### config.mk
export PLATFORM = sky130hd
export DESIGN_NAME = idex_stage_reg
export DESIGN_NICKNAME = d
export VERILOG_FILES = /design/src/rtl/idex_stage_reg_pkg.sv /design/src/rtl/pipe_dff_en.sv /design/src/rtl/idex_stage_reg.sv
export SDC_FILE = /design/constraint.sdc
export NUM_CORES = 1
export LEC_CHECK = 0
export ABC_AREA = 1
export BUFFER_PORTS_ARGS = -buffer_cell sky130_fd_sc_hd__buf_2
export CAP_MARGIN = 15
export CORE_MARGIN = 10
export CORE_UTILIZATION = 45
export CTS_BUF_LIST = sky130_fd_sc_hd__clkbuf_16
export CTS_CLUSTER_SIZE = 8
export DETAILED_ROUTE_END_ITERATION = 10
export HOLD_SLACK_MARGIN = 0.06
export PLACE_DENSITY = 0.76
export SLEW_MARGIN = 20
export SYNTH_ARGS = -nofsm -noshare
export SYNTH_HDL_FRONTEND = slang
export SYNTH_HIERARCHICAL = 1
export SYNTH_SLANG_ARGS = --single-unit
### constraint.sdc
create_clock -name clk -period 6.2 [get_ports clk]
set_input_delay 1.55 -clock clk [delete_from_list [all_inputs] [get_ports clk]]
set_output_delay 1.55 -clock clk [all_outputs]
set_load 0.05 [all_outputs]
### src/rtl/idex_stage_reg_pkg.sv
// Shared pipeline-register definitions: control-field widths and the decoded control bundle.
// Every stage register imports this so the field layout stays consistent down the pipe.
package idex_stage_reg_pkg;

  localparam int unsigned RegW      = 5;
  localparam int unsigned AluOpW    = 3;
  localparam int unsigned StallCntW = 16;

  typedef struct packed {
    logic              reg_write;
    logic              mem_read;
    logic              mem_write;
    logic              mem_to_reg;
    logic              alu_src;
    logic              reg_dst;
    logic [AluOpW-1:0] alu_op;
  } ctrl_t;

endpackage

### src/rtl/pipe_dff_en.sv
// Generic pipeline field register: async reset, synchronous clear-to-bubble, load enable.
// Clear wins over enable so a squashed slot never picks up the incoming instruction.
module pipe_dff_en #(
  parameter int unsigned W = 1
) (
  input  logic         i_clk,
  input  logic         i_rst,
  input  logic         i_en,
  input  logic         i_clr,
  input  logic [W-1:0] i_d,
  output logic [W-1:0] o_q
);

  logic [W-1:0] r_q;

  always_ff @(posedge i_clk or posedge i_rst) begin
    if (i_rst) begin
      r_q <= '0;
    end else if (i_clr) begin
      r_q <= '0;
    end else if (i_en) begin
      r_q <= i_d;
    end
  end

  assign o_q = r_q;

endmodule

### src/rtl/idex_stage_reg.sv
// ID/EX pipeline register with load-use hazard detection and a saturating bubble counter.
// A stall or a flush both load a bubble; flush suppresses the stall so it is never counted.
module idex_stage_reg
  import idex_stage_reg_pkg::*;
#(
  parameter int unsigned DATA_W = 32,
  parameter int unsigned REG_W  = RegW
) (
  input  logic                 clk,
  input  logic                 rst,
  input  logic [REG_W-1:0]     IFID_Rs,
  input  logic [REG_W-1:0]     IFID_Rt,
  input  logic [REG_W-1:0]     IFID_Rd,
  input  logic                 ID_UsesRt,
  input  logic                 ID_RegWrite,
  input  logic                 ID_MemRead,
  input  logic                 ID_MemWrite,
  input  logic                 ID_MemToReg,
  input  logic                 ID_ALUSrc,
  input  logic                 ID_RegDst,
  input  logic [AluOpW-1:0]    ID_ALUOp,
  input  logic [DATA_W-1:0]    ID_A,
  input  logic [DATA_W-1:0]    ID_B,
  input  logic [DATA_W-1:0]    ID_Imm,
  input  logic                 ID_Valid,
  input  logic                 Flush,
  output logic [REG_W-1:0]     IDEX_Rs,
  output logic [REG_W-1:0]     IDEX_Rt,
  output logic [REG_W-1:0]     IDEX_Rd,
  output logic                 IDEX_RegWrite,
  output logic                 IDEX_MemRead,
  output logic                 IDEX_MemWrite,
  output logic                 IDEX_MemToReg,
  output logic                 IDEX_ALUSrc,
  output logic                 IDEX_RegDst,
  output logic [AluOpW-1:0]    IDEX_ALUOp,
  output logic [DATA_W-1:0]    IDEX_A,
  output logic [DATA_W-1:0]    IDEX_B,
  output logic [DATA_W-1:0]    IDEX_Imm,
  output logic                 IDEX_Valid,
  output logic                 Stall,
  output logic [StallCntW-1:0] StallCount
);

  logic                 w_bubble;
  logic                 w_hazard;
  logic [REG_W-1:0]     w_xnor_rs;
  logic [REG_W-1:0]     w_xnor_rt;
  logic                 w_rt_eq_rs;
  logic                 w_rt_eq_rt;
  logic                 w_rt_nz;
  logic [3*REG_W-1:0]   w_regs_d;
  logic [3*REG_W-1:0]   w_regs_q;
  ctrl_t                w_ctrl_d;
  ctrl_t                w_ctrl_q;
  logic [3*DATA_W-1:0]  w_data_d;
  logic [3*DATA_W-1:0]  w_data_q;
  logic                 w_valid_q;
  logic [StallCntW-1:0] r_stall_count;

  // Same xnor/AND equality structure as the forwarding unit's comparators.
  assign w_xnor_rs  = IDEX_Rt ~^ IFID_Rs;
  assign w_xnor_rt  = IDEX_Rt ~^ IFID_Rt;
  assign w_rt_eq_rs = &w_xnor_rs;
  assign w_rt_eq_rt = &w_xnor_rt;
  assign w_rt_nz    = |IDEX_Rt;

  assign w_hazard = IDEX_Valid & IDEX_MemRead & w_rt_nz &
                    (w_rt_eq_rs | (ID_UsesRt & w_rt_eq_rt)) & ID_Valid;
  assign Stall    = w_hazard & ~Flush;
  assign w_bubble = Stall | Flush;

  assign w_regs_d = {IFID_Rs, IFID_Rt, IFID_Rd};
  assign w_ctrl_d = '{reg_write:  ID_RegWrite,
                      mem_read:   ID_MemRead,
                      mem_write:  ID_MemWrite,
                      mem_to_reg: ID_MemToReg,
                      alu_src:    ID_ALUSrc,
                      reg_dst:    ID_RegDst,
                      alu_op:     ID_ALUOp};
  assign w_data_d = {ID_A, ID_B, ID_Imm};

  pipe_dff_en #(.W(3*REG_W)) u_regs (
    .i_clk (clk),
    .i_rst (rst),
    .i_en  (1'b1),
    .i_clr (w_bubble),
    .i_d   (w_regs_d),
    .o_q   (w_regs_q)
  );

  pipe_dff_en #(.W($bits(ctrl_t))) u_ctrl (
    .i_clk (clk),
    .i_rst (rst),
    .i_en  (1'b1),
    .i_clr (w_bubble),
    .i_d   (w_ctrl_d),
    .o_q   (w_ctrl_q)
  );

  pipe_dff_en #(.W(3*DATA_W)) u_data (
    .i_clk (clk),
    .i_rst (rst),
    .i_en  (1'b1),
    .i_clr (w_bubble),
    .i_d   (w_data_d),
    .o_q   (w_data_q)
  );

  pipe_dff_en #(.W(1)) u_valid (
    .i_clk (clk),
    .i_rst (rst),
    .i_en  (1'b1),
    .i_clr (w_bubble),
    .i_d   (ID_Valid),
    .o_q   (w_valid_q)
  );

  assign {IDEX_Rs, IDEX_Rt, IDEX_Rd} = w_regs_q;
  assign {IDEX_A, IDEX_B, IDEX_Imm}  = w_data_q;
  assign IDEX_RegWrite = w_ctrl_q.reg_write;
  assign IDEX_MemRead  = w_ctrl_q.mem_read;
  assign IDEX_MemWrite = w_ctrl_q.mem_write;
  assign IDEX_MemToReg = w_ctrl_q.mem_to_reg;
  assign IDEX_ALUSrc   = w_ctrl_q.alu_src;
  assign IDEX_RegDst   = w_ctrl_q.reg_dst;
  assign IDEX_ALUOp    = w_ctrl_q.alu_op;
  assign IDEX_Valid    = w_valid_q;

  always_ff @(posedge clk or posedge rst) begin
    if (rst) begin
      r_stall_count <= '0;
    end else if (Stall && (r_stall_count != '1)) begin
      r_stall_count <= r_stall_count + StallCntW'(1);
    end
  end

  assign StallCount = r_stall_count;

endmodule

* Word level (Yosys, flattened, before mapping)
Index checks and enable logic that the tools add are counted.
** Operators by class
- Add/sub/neg operators :: 1
- $mul :: 0
- Divide/modulo/power cells :: 0
- Magnitude comparators :: 0
- Equality and inequality tests :: 1
- Shift operators :: 0
- Multiplexer cells :: 4
- Bitwise logic cells :: 11
- Reduce and logical (&&, ||, !) cells :: 4
** Operators by type and width (count)
- $mux 96 :: 1
- $add 16x1->16 const B :: 1
- $ne 16x16->1 const B :: 1
- $mux 15 :: 1
- $reduce_and 5->1 :: 2
- $xnor 5x5->5 :: 2
- $mux 9 :: 1
- $and 1x1->1 :: 6
- $reduce_or 5->1 :: 1
- $or 1x1->1 :: 2
- $logic_and 1x1->1 :: 1
- $mux 1 :: 1
- $not 1->1 :: 1
** Storage, ports and cells
- Bits in registers :: 137
- Latch bits :: 0
- Bits in writable memories :: 0
- ROM bits :: 0
- Input bits :: 125
- Output and inout bits :: 138
- Memories kept :: 0

* Depth between registers and ports, before layout
Gate-level depths: netlist (run 1).
- Word-level depth :: 9
- Mapped depth :: 13
- Mapped depth without buffers :: 11

* Hierarchy
Netlist (run 1), hierarchy kept.
** Modules (own cells, without submodules)
- pipe_dff_en (u_data) :: times used 1, cells an instance 418, area each 3782.4 µm², seq. area each 2402.3 µm²
- idex_stage_reg :: times used 1, cells an instance 186, area each 1197.4 µm², seq. area each 400.4 µm²
- pipe_dff_en (u_regs) :: times used 1, cells an instance 67, area each 616.8 µm², seq. area each 375.4 µm²
- pipe_dff_en (u_ctrl) :: times used 1, cells an instance 40, area each 376.6 µm², seq. area each 225.2 µm²
- pipe_dff_en (u_valid) :: times used 1, cells an instance 7, area each 48.8 µm², seq. area each 25.0 µm²

* Worst setup path after synthesis (run 1)
OpenSTA, ideal clock, no wires.
- Path kind :: input to output
- From :: input IFID_Rt[3]
- To :: output Stall
- Arrival time :: 2.348 ns
- Required time :: 4.650 ns
- Slack :: 2.302 ns
- Cell stages on the path :: 8
- Cells stage by stage :: inv_1 -> nand2_1 -> nand2_1 -> nor2_1 -> nand3_1 -> nand2_2 -> nand3_2 -> inv_1
** On the way
- Longest elaborated chain between the ends :: 7
** Ends and longest elaborated chain
- start, declared :: RTL line idex_stage_reg.sv:12 : input logic [REG_W-1:0] IFID_Rt,
- $xnor 5x5->5 :: RTL line idex_stage_reg.sv:63 : assign w_xnor_rt = IDEX_Rt ~^ IFID_Rt;
- $reduce_and 5->1 :: RTL line idex_stage_reg.sv:65 : assign w_rt_eq_rt = &w_xnor_rt;
- $and 1x1->1 :: RTL line idex_stage_reg.sv:69 : (w_rt_eq_rs | (ID_UsesRt & w_rt_eq_rt)) & ID_Valid;
- $or 1x1->1 :: RTL line idex_stage_reg.sv:69
- $and 1x1->1 :: RTL line idex_stage_reg.sv:68 : assign w_hazard = IDEX_Valid & IDEX_MemRead & w_rt_nz &
- $and 1x1->1 :: RTL line idex_stage_reg.sv:69
- $and 1x1->1 :: RTL line idex_stage_reg.sv:70 : assign Stall = w_hazard & ~Flush;
- end, declared :: RTL line idex_stage_reg.sv:41 : output logic Stall,
Every way passes these cells.

* Worst setup path after layout (run 1)
- From :: input IFID_Rs[4]
- To :: output Stall
** On the way
- Longest elaborated chain between the ends :: 6
** Ends and longest elaborated chain
- start, declared :: RTL line idex_stage_reg.sv:11 : input logic [REG_W-1:0] IFID_Rs,
- $xnor 5x5->5 :: RTL line idex_stage_reg.sv:62 : assign w_xnor_rs = IDEX_Rt ~^ IFID_Rs;
- $reduce_and 5->1 :: RTL line idex_stage_reg.sv:64 : assign w_rt_eq_rs = &w_xnor_rs;
- $or 1x1->1 :: RTL line idex_stage_reg.sv:69
- $and 1x1->1 :: RTL line idex_stage_reg.sv:68
- $and 1x1->1 :: RTL line idex_stage_reg.sv:69
- $and 1x1->1 :: RTL line idex_stage_reg.sv:70
Every way passes these cells.

==> results of run 1 <==
-- critical path: cells and delay by family --
kind	cells	cell delay, ns
buf+inv	4	0.47
simple gates	6	0.53
-- kinds of logic (layout without fill, tap and decap cells) --
kind of cell	after synthesis	count (layout)	synth area share
flops	137	137	0.569
xor+xnor	13	13	0.0189
buf+inv	70	329	0.0569
fa+ha+maj	1	1	0.00208
compound gates	1	1	0.00125
simple gates	495	495	0.351
other cells	1	5	0.000623
-- routing by layer --
metal,up-vias,share of wire,global-route usage
met4,2,0.013,0.0622
met3,20,0.10,0.0868
li1,2760,-,-
met5,-,0.00071,0
met1,2602,0.42,0.243
met2,218,0.46,0.300
-- flip-flops by register name, indices dropped and copies added (netlist names) --
register,cells
u_data/o_q,96
StallCount,16
u_regs/o_q,15
u_valid/o_q,1
u_ctrl/o_q,9
-- path summary, 6_finish.rpt --
kind	to	slack, ns	cells past startpoint
hold reg to reg	StallCount[1]	0.53	2
min in group asynchronous	u_valid/o_q	1.04	2
setup reg to reg	u_data/o_q[13]	3.33	12
max in group asynchronous	u_data/o_q[84]	3.86	3
setup / recovery	Stall	2.09	10
hold / removal	StallCount[1]	0.53	2
-- metrics by stage --
stage,cells,util
after floorplan,722,-
after global placement,1125,0.559
after detailed placement,1125,0.559
after CTS,1157,0.605
after global routing,1157,0.605
final,1157,0.605
-- report_power, final --
part           total [mW]  switching, mW  internal, mW
clock                1.04          0.371         0.666
combinational       0.373          0.285        0.0884
sequential          0.964         0.0251         0.939
-- Yosys cell counts, drive strengths merged --
| cell type | count | area share |
|---|---|---|
| dfrtp | 137 | 0.57 |
| ha | 1 | 0.0021 |
| nor3 | 1 | 0.0017 |
| xnor2 | 4 | 0.0058 |
| nand3b | 3 | 0.0037 |
| nand3 | 132 | 0.11 |
| buf | 28 | 0.031 |
| xor2 | 9 | 0.013 |
| inv | 32 | 0.020 |
| o21bai | 1 | 0.0012 |
| and3 | 1 | 0.0010 |
| conb | 1 | 0.00062 |
| nor2 | 20 | 0.021 |
| nand2 | 336 | 0.21 |
| clkbuf | 10 | 0.0062 |
| nand4 | 2 | 0.0031 |
-- final cells by class --
class | count | area [sq um] | share of cell area
clock buffers | 17 | 425 | 0.0533
clock inverters | 15 | 183 | 0.0229
inverters | 32 | 123 | 0.0154
multi-input cells | 515 | 2270 | 0.284
flip-flops and latches | 137 | 3430 | 0.430
well taps | 176 | 220 | 0.0276
repair buffers | 265 | 1330 | 0.167
-- cells in the final DEF (no fill, tap or decap), drive strengths merged --
| master | netlist | layout |
|---|---|---|
| nand2 | 336 | 336 |
| buf | 28 | 265 |
| dfrtp | 137 | 137 |
| nand3 | 132 | 132 |
| inv | 32 | 32 |
| nor2 | 20 | 20 |
| clkbuf | 10 | 17 |
| xor2 | 9 | 9 |
| clkinv | 0 | 8 |
| conb | 1 | 5 |
| xnor2 | 4 | 4 |
| bufinv | 0 | 4 |
| nand3b | 3 | 3 |
| clkinvlp | 0 | 3 |
| nand4 | 2 | 2 |
| and3 | 1 | 1 |
| o21bai | 1 | 1 |
| nor3 | 1 | 1 |
| ha | 1 | 1 |
==> metrics.csv, run 1 <==
stage,metric,value,unit
routing,drt_first_iter_violations,240,
die,dieHeight,136,microns
power_and_ir_drop,powerDensity,298,nW/um^2
setup_path,cp-startpoint,IFID_Rs[4],
cts,clock_sinks,137,
synthesis,synth_cells,718,
synthesis,seq_area_frac_synth,0.569,
routing,viasPerCell,4.84,
cts,tritoncts,built,
place,gp_congestion,0.878,
timing,hold_slack,0.531,ns
place,numPortBuffers,262,
setup_path,endpoint_kind,output pin,
layout,layout.nets,1094,
die,dieArea,18400,sq um
setup_path,cp.required,4.65,ns
place,hpwl,13300,microns
setup_path,worst-setup-path-type,in2out,
synthesis,synthDistinctLibCells,25,
power_and_ir_drop,total_power,2.37,mW
routing,wl_per_cell,15.8,microns
timing,hold_viol_final,0,
cts,cts_setup_buffers,0,
die,rows,42,
global_routing,antenna_found_initial,1,
die,die_w,136,microns
cts,cts_buffers,17,
timing,skew,0.00691,ns
setup_path,slowest_delay,0.25,ns
timing,slew_headroom,-0.436,
layout,fill_cells,1183,
synthesis,syn_area,6020,sq um
power_and_ir_drop,peakVddDrop,0.000195,V
timing,rsz0062_at_grt,no,
layout,drive_gt1_frac,0.320,
synthesis,postSynthAreaPerCell,8.39,sq um
die,initial_utilization,0.457,
timing,period_needed,4.11,ns
timing,final_max_slew_viol_count,97,
global_routing,grt_max_degree,98,
routing,firstDrtPassIters,5,
cts,cts.repair.resized,0,
timing,fin_crit_sh,0.663,
cts,cts_hold_buf,0,
timing,finalSetupViolations,0,
layout,diodes,0,
place,placed_cell_area,7370,sq um
global_routing,grt_pass1_wl,28900,microns
layout,area_growth,32.5,%
timing,layout_setup_ws,2.09,ns
setup_path,start_kind,input pin,
global_routing,globalRoute.totalOverflow,0,
status,status,"complete, but fails checks",
status,violations,slew limit,
timing,max_freq,0.243,GHz
setup_path,arrival,2.56,ns
setup_path,worstPathCellList,buf_2 -> inv_1 -> nand2_1 -> nand2_1 -> nor2_1 -> nand3_1 -> nand2_2 -> nand3_2 -> inv_1 -> buf_2,
cts,clockBufferDepth,2,
synthesis,synth_seq_cells,137,
routing,routed_wl,18300,microns
die,core_area,13200,sq um
synthesis,yosys_warnings,6,
cts,path_clk_slew,0.05,ns
place,pre_cts_ws,2.08,ns
power_and_ir_drop,power.leakage,4.88,nW
min_path,hold_class,reg2reg,
timing,worst_pin_slew,2.15,ns
layout,stdcell_area,7980,sq um
timing,finalSetupTns,0,ns
job,drv_cap,0,
cts,cts_max_level,4,
routing,postRouteAntennaNets,0,
setup_path,reg2reg_from,u_regs/o_q[8],
die,pin_count,263,
cts,clock_latency,0.40,ns
min_path,worstHoldStart,StallCount[1],
routing,num_vias,5602,
setup_path,worst-path-max-fanout,3,
global_routing,grt_pass1_vias,5561,
global_routing,grtUsageTotal,0.196,
cts,root_buffer,clkbuf_16,
routing,drc,0,
setup_path,crit_slowest_cell,buf_2,
No activity file was read; power rests on OpenSTA's default activity.
==> inputs of run 2 (changes only) <==
Clock period 6.2 ns to 4.07 ns, I/O delays scaled along.
==> metrics.csv, run 2 (synthesis results as in run 1) <==
stage,metric,value,unit
die,initial_utilization,0.457,
job,drv_cap,0,
layout,fill_cells,1207,
layout,instances_no_fill,1158,
layout,seq_area,3430,sq um
die,dieHeight,136,microns
timing,rsz0062_at_grt,no,
global_routing,grt_pass1_vias,5710,
layout,area_growth,32.3,%
setup_path,cp-startpoint,IFID_Rs[4],
cts,clock_latency,0.41,ns
status,violations,slew limit,
setup_path,endpoint,Stall,
cts,cts_hold_buf,0,
timing,layout_setup_ws,1.01,ns
place,pre_cts_ws,0.986,ns
layout,largest_reg_flops,96,
layout,multi_input_area,2270,sq um
place,hpwl,13500,microns
timing,hold_viol_final,0,
global_routing,grt_max_degree,98,
setup_path,worst-setup-path-type,in2out,
setup_path,endpoint_kind,output pin,
setup_path,arrival,2.05,ns
timing,period_needed,3.06,ns
routing,postRouteAntennaNets,0,
layout,diodes,0,
routing,wl_per_cell,15.7,microns
setup_path,regToRegEndpoint,u_data/o_q[94],
cts,cts.repair.resized,0,
cts,cts_buffers,17,
setup_path,r2r_setup_slack,1.81,ns
timing,worst_pin_slew,2.08,ns
layout,drive_gt1_frac,0.322,
die,pin_count,263,
routing,num_vias,5706,
cts,cts_setup_buffers,0,
global_routing,grt_pass1_wl,29100,microns
setup_path,crit_slowest_cell,buf_2,
setup_path,reg2reg_from,u_regs/o_q[8],
setup_path,ff2ff_path_depth,12,
global_routing,grtUsageTotal,0.197,
die,dieArea,18400,sq um
power_and_ir_drop,power.leakage,4.86,nW
min_path,hold_class,in2async,
routing,drc,0,
cts,cts_max_level,4,
timing,finalSetupTns,0,ns
die,die_w,136,microns
power_and_ir_drop,powerDensity,442,nW/um^2
cts,clock_sinks,137,
setup_path,worstPathCellList,buf_2 -> inv_1 -> nand2_1 -> nand2_1 -> nor2_1 -> nand3_1 -> nand2_2 -> nand3_2 -> inv_1 -> buf_2,
setup_path,start_kind,input pin,
global_routing,antenna_found_initial,1,
routing,drt_first_iter_violations,238,
layout,mostFrequentLayoutCells,"334 x nand2_1, 262 x buf_2, 137 x dfrtp_1",
routing,routed_wl,18200,microns
cts,tritoncts,built,
timing,skew,0.00789,ns
timing,finalSetupViolations,0,
layout,layout.nets,1095,
timing,final_max_slew_viol_count,97,
place,place_inst,1126,
die,core_area,13200,sq um
die,rows,42,
global_routing,globalRoute.totalOverflow,0,
place,numPortBuffers,262,
layout,final_common_cell,nand2_1,
power_and_ir_drop,peakVddDrop,0.000281,V
routing,viasPerCell,4.93,
place,gp_congestion,0.882,
status,status,"complete, but fails checks",
timing,max_freq,0.326,GHz
timing,slew_headroom,-0.387,
setup_path,worst-path-max-fanout,3,
cts,clockBufferDepth,2,
setup_path,cp.required,3.05,ns
setup_path,slowest_delay,0.25,ns
layout,fin_util,0.604,
cts,root_buffer,clkbuf_16,
cts,path_clk_slew,0.06,ns
routing,firstDrtPassIters,4,
timing,fin_crit_sh,0.753,
timing,hold_slack,0.508,ns
run 2: changes by cell type in the layout (fill, tap and decap cells not counted):
cell / previous run / this run
clkinv_2: 4 / 1
clkinvlp_4: 3 / 6
bufinv_16: 4 / 2
clkinv_1: 3 / 1
inv_6: 0 / 2
buf_12: 0 / 1
clkinv_4: 1 / 2
inv_1: 23 / 24
run 2: metal layers:
| layer | share of wire | global-route usage |
|---|---|---|
| met1 | 0.39 | 0.225 |
| met2 | 0.46 | 0.307 |
| met3 | 0.12 | 0.0935 |
| met4 | 0.026 | 0.0909 |
| met5 | 0 | 0 |
run 2: worst min path at each step:
stage / from / end / slack, ns / cells past startpoint
finish: rst / u_valid/o_q / 0.51 / 2
global route: rst / u_valid/o_q / 0.50 / 2
CTS: rst / u_valid/o_q / 0.49 / 2
detailed placement: StallCount[3] / StallCount[3] / 0.54 / 2
global placement: StallCount[1] / StallCount[1] / 0.52 / 2
floorplan: rst / u_valid/o_q / 0.75 / 1
run 2: stage by stage:
stage | power, mW | instance area, sq um
finish | 3.52 | 7970
global route | 3.67 | 7970
CTS | 3.55 | 7970
detailed placement | 2.05 | 7390
global placement | 2.05 | 7390
floorplan | 1.89 | 6040
run 2: worst max-delay path, delay by kind of cell:
kind	cells	cell delay, ns
simple gates	6	0.54
buf+inv	4	0.48
run 2: final cells by class:
class,count,area share
Inverter,32,0.0154
Multi-Input combinational cell,515,0.284
Tap cell,176,0.0276
Sequential cell,137,0.430
Clock buffer,17,0.0534
Timing Repair Buffer,266,0.170
Clock inverter,15,0.0192
run 2: power breakdown:
part | switching (mW) | total (mW) | internal, mW
sequential | 0.0388 | 1.47 | 1.43
combinational | 0.433 | 0.570 | 0.137
clock | 0.584 | 1.48 | 0.900
total | 1.06 | 3.52 | 2.47
